[src/rtl/tristate_bus_arbiter.sv]
// Round-robin owner selection and registered drive stage feeding the tristate bus buffer.
// Every change of owner passes through a one-cycle TURN so two sources never drive together.
module tristate_bus_arbiter #(
  parameter int N        = 4,
  parameter int WIDTH    = 4,
  parameter int MAX_HOLD = 8
) (
  input  logic                 clk,
  input  logic                 rst,
  input  logic [N-1:0]         req,
  input  logic [N*WIDTH-1:0]   data_in,
  output logic [N-1:0]         grant,
  output logic [$clog2(N)-1:0] owner,
  output logic                 bus_en,
  output logic [WIDTH-1:0]     bus_a,
  output logic                 busy
);

  localparam int OW = $clog2(N);
  localparam int HW = (MAX_HOLD > 1) ? $clog2(MAX_HOLD) : 1;
  localparam logic [HW-1:0] HOLD_LAST = HW'(MAX_HOLD - 1);

  typedef enum logic [1:0] {IDLE, TURN, OWN} state_t;

  state_t           state_q;
  logic [OW-1:0]    ptr_q;
  logic [OW-1:0]    owner_q;
  logic [HW-1:0]    hold_q;
  logic [N-1:0]     grant_q;
  logic             bus_en_q;
  logic             busy_q;
  logic [WIDTH-1:0] bus_a_q;

  logic [N-1:0]     cand_d;
  logic             found_d;
  logic [OW-1:0]    sel_d;
  logic [OW-1:0]    ptr_d;
  logic [N-1:0]     grant_d;
  logic [WIDTH-1:0] slice_d;

  // grant_q is zero in IDLE and one-hot on the owner otherwise, so masking it out
  // leaves exactly the sources competing for the next grant.
  assign cand_d  = req & ~grant_q;
  assign slice_d = data_in[owner_q*WIDTH +: WIDTH];

  // Scan downward so the candidate closest to ptr in rotation order is the last one kept.
  always_comb begin
    found_d = 1'b0;
    sel_d   = '0;
    for (int k = N - 1; k >= 0; k--) begin
      if (cand_d[(int'(ptr_q) + k) % N]) begin
        found_d = 1'b1;
        sel_d   = OW'((int'(ptr_q) + k) % N);
      end
    end
    ptr_d   = (sel_d == OW'(N - 1)) ? '0 : sel_d + 1'b1;
    grant_d = N'(1) << sel_d;
  end

  always_ff @(posedge clk or negedge rst) begin
    if (!rst) begin
      state_q  <= IDLE;
      ptr_q    <= '0;
      owner_q  <= '0;
      hold_q   <= '0;
      grant_q  <= '0;
      bus_en_q <= 1'b0;
      busy_q   <= 1'b0;
      bus_a_q  <= '0;
    end else begin
      case (state_q)
        IDLE: begin
          if (found_d) begin
            state_q <= TURN;
            grant_q <= grant_d;
            owner_q <= sel_d;
            ptr_q   <= ptr_d;
            busy_q  <= 1'b1;
          end
        end
        TURN: begin
          state_q  <= OWN;
          bus_en_q <= 1'b1;
          hold_q   <= '0;
          bus_a_q  <= slice_d;
        end
        OWN: begin
          bus_a_q <= slice_d;
          // Hand over on release or once a contested owner has used its full hold window.
          if (found_d && (!req[owner_q] || hold_q == HOLD_LAST)) begin
            state_q  <= TURN;
            grant_q  <= grant_d;
            owner_q  <= sel_d;
            ptr_q    <= ptr_d;
            bus_en_q <= 1'b0;
          end else if (!req[owner_q]) begin
            state_q  <= IDLE;
            grant_q  <= '0;
            bus_en_q <= 1'b0;
            busy_q   <= 1'b0;
          end else if (hold_q != HOLD_LAST) begin
            hold_q <= hold_q + 1'b1;
          end
        end
        default: begin
          state_q  <= IDLE;
          grant_q  <= '0;
          bus_en_q <= 1'b0;
          busy_q   <= 1'b0;
        end
      endcase
    end
  end

  assign grant  = grant_q;
  assign owner  = owner_q;
  assign bus_en = bus_en_q;
  assign bus_a  = bus_a_q;
  assign busy   = busy_q;

endmodule
[config.mk]
export PLATFORM = sky130hd
export DESIGN_NAME = tristate_bus_arbiter
export DESIGN_NICKNAME = d
export VERILOG_FILES = /design/src/rtl/tristate_bus_arbiter.sv
export SDC_FILE = /design/constraint.sdc
export NUM_CORES = 1
export LEC_CHECK = 0
export ABC_AREA = 0
export CORE_ASPECT_RATIO = 1.4
export CORE_MARGIN = 10
export CORE_UTILIZATION = 40
export DETAILED_ROUTE_END_ITERATION = 16
export PLACE_DENSITY = 0.68
export SLEW_MARGIN = 20
export SYNTH_ARGS = -nofsm -noshare
export SYNTH_HDL_FRONTEND = slang
export SYNTH_SLANG_ARGS = --single-unit
[constraint.sdc]
create_clock -name clk -period 1.65 [get_ports clk]
set_input_delay 0.165 -clock clk [delete_from_list [all_inputs] [get_ports clk]]
set_output_delay 0.165 -clock clk [all_outputs]
set_load 0.005 [all_outputs]
==> impl_metrics.yaml <==
critical_path:
  worstPathArrival_ps: 1990
  rrSetupSlack_ps: -190
  critPathLaunchType: "register"
  rr_worst_depth: 5
  path_class: "reg -> reg"
  crit_end: "ptr_q[0]"
  end_kind: "register"
  critPathRequiredTime_ps: 1800
  worst-path-max-fanout: 5
  startpoint: "grant[1]"
  reg2reg_to: "ptr_q[0]"
  regToRegStartpoint: "grant[1]"
synthesis:
  ys.flop_type: "dfrtp_1"
  synthMuxAreaShare: 0.1986
  synthTopCellsByCount: "19 x dfrtp_1, 10 x ha_1, 7 x a22o_1, 7 x inv_1"
  synth.area.top_cells: "dfrtp_1 39%, ha_1 10%, mux4_2 9.3%"
  yosys_warnings: 0
  synth_area_per_cell_um2: 12.60
  synth_xor_area_frac: 0.007239
  seq_area_frac_synth: 0.3930
  ys_ff_latch: 19
  synth_area_um2: 1210
  synth_fp_nets: 128
  ys_async_sr_fraction: 1.000
  synth_area_leader_cell: "dfrtp_1"
  synth_edf_count: 0
  syn_inst: 96
  synth_most_common_cell: "dfrtp_1"
  synth_compound_area_frac: 0.1613
  synth_simple_gate_area_frac: 0.1107
  ys_types: 33
  synth_top_area_frac: 0.3930
  synth_top_family_by_area: "multiplexers"
  synthAdderAreaFrac: 0.1034
cts:
  cts_tree: "done"
  insertion_delay_ps: 260
  root_buffer: "clkbuf_8"
  cts.clk_slew.worst_paths_ps: 80
  cts.sinks: 19
  htreeDepth: 1
  cts_max_path_buffers: 2
  cts_made_buffers: 3
place:
  dp_hpwl_mm: 2.553
  io_buffer_count: 33
  dpl-instance-area_um2: 1784
  dp_cells: 192
  gp_congestion: 0.8103
timing:
  post-route-min-period_ps: 1844
  final-setup-viol-count: 12
  drv_slew: 0
  skew_ps: 2.446
  rsz0062_at_grt: "yes"
  fin_ws_ps: -193.5
  period_share: 1.117
  maxSlewHeadroom: 0.8289
  max_freq_ghz: 0.5424
  tightest_slew_ps: 256.6
  hold_violations: 0
global_routing:
  grt_first_pass_wirelength_mm: 5.161
  grt_pass1_vias: 1098
  grtUsageTotal: 0.1151
  grt_max_degree: 20
  antenna_found_initial: 0
  grt-ovfl-total: 0
floorplan:
  floorplan.initialDensity: 0.4204
  core_area_um2: 2878
  die-area_um2: 5656
  ios: 34
  dieHeight_um: 85.08
  num_rows: 23
  die_w_um: 66.48
power:
  power_frac_comb: 0.666
  p_switching_mw: 1.269
  power-per-cell-area_nw_per_um2: 1857
  p_seq_frac: 0.237
  ir_worst_vdd_uv: 1223
  swShare: 0.3589
  power.total_mw: 3.534
  clockPowerShare: 0.097
  p_int_mw: 2.266
  leakage_nw: 0.8881
flow_run:
  maxCapViolations: 0
drt:
  drtIter0Drc: 14
  wl_per_cell_um: 15.57
  routed_wirelength_mm: 3.082
  drc: 0
  drtPass1Iterations: 4
  viasPerCell: 5.086
  via_count: 1007
  drt.antenna.violating_nets: 0
layout:
  syn_to_final_growth_pct: 57.29
  stdcell_count: 198
  diodes: 0
  nets: 194
  final_core_util: 0.6613
  drive_above_1_share: 0.3975
  final_area_um2: 1903
status:
  violations: "negative setup slack"
  outcome: "finished with violations"
worst_hold_path:
  hold_class: "in -> async"
==> power groups by stage <==
stage / Combinational, mW / Sequential (mW) / Clock [mW]
after global routing: 2.58 / 0.866 / 0.362
final: 2.35 / 0.838 / 0.343
after detailed placement: 2.18 / 0.843 / 0
after CTS: 2.27 / 0.833 / 0.347
after floorplan: 1.23 / 0.846 / 0
after global placement: 2.13 / 0.828 / 0
==> worst max-delay path: stages (launching register included) <==
cell and delay (ps):
dfrtp_1 360, and2b_4 210, or4_4 500, o22a_4 270
nand2_8 100, mux2_4 300
==> through the flow <==
stage / setup TNS [ps] / hold WS, ps / setup slack [ps]
after detailed placement: -5582 / 475.3 / -488.8
after CTS: -1758 / 251.5 / -214.1
after floorplan: -1449 / -130.6 / -197.6
final: -1638 / 242.5 / -193.5
after global placement: -5249 / 464.6 / -453.3
after global routing: -2419 / 268.9 / -245.9
==> worst min-delay path by stage <==
stage	startpoint	endpoint	depth (start not counted)
5_1_grt	rst	bus_en	2
4_1_cts	rst	hold_q[1]	2
2_1_floorplan	rst	bus_a[0]	0
3_5_place_dp	busy	busy	2
3_3_place_gp	busy	busy	2
6_report	rst	bus_en	2
==> routing by layer <==
metal,GRT usage,vias up,wire length [um]
li1,-,486,-
met4,0.04971,0,61
met2,0.2114,14,1817
met3,0.01447,6,81
met1,0.1247,501,1121
met5,0,-,0
==> placed cells by master, fill, tap and decap left out, types with 2 or more instances in the layout <==
master / netlist / layout
clkbuf_8: 0 / 3
dfrtp_1: 19 / 19
nand2_1: 4 / 4
mux2_2: 4 / 4
mux4_2: 5 / 5
nand2b_1: 2 / 2
o21ai_1: 3 / 2
inv_1: 7 / 7
nor2b_1: 2 / 2
clkdlybuf4s50_1: 0 / 33
a22o_1: 7 / 7
nor2_1: 5 / 5
mux2_4: 4 / 6
ha_1: 10 / 10
buf_4: 0 / 29
==> registers in the layout (all words and copies together), names as in the netlist <==
signal / count
bus_a: 4
busy: 1
grant: 4
bus_en: 1
state_q: 2
ptr_q: 2
owner: 2
hold_q: 3
==> what timing repair did <==
action / CTS / global route
endpoints found under the hold margin: 0 / 0
setup buffers: 0 / 2
gates resized for setup: 5 / 5
setup endpoints to repair: 12 / 14
hold buffers: 0 / 0
pin swaps: 0 / 3
==> cells by family (layout without fill, tap and decap cells) <==
group           after synthesis  in the layout
compound gates               22             22
simple gates                 21             21
flops                        19             19
mux                          15             15
fa+ha+maj                    10             10
buf+inv                       8             73
xor+xnor                      1              1
==> layout make-up <==
cell class              count  area, um2
clock buffers               3      41.29
clock inverters             1      5.005
fillers                   238      974.7
inverters                   7      26.28
multi-input cells          69      760.7
flip-flops and latches     19      475.5
well taps                  37      46.29
repair buffers             62      548.0
No activity file was read; power rests on OpenSTA's default activity.
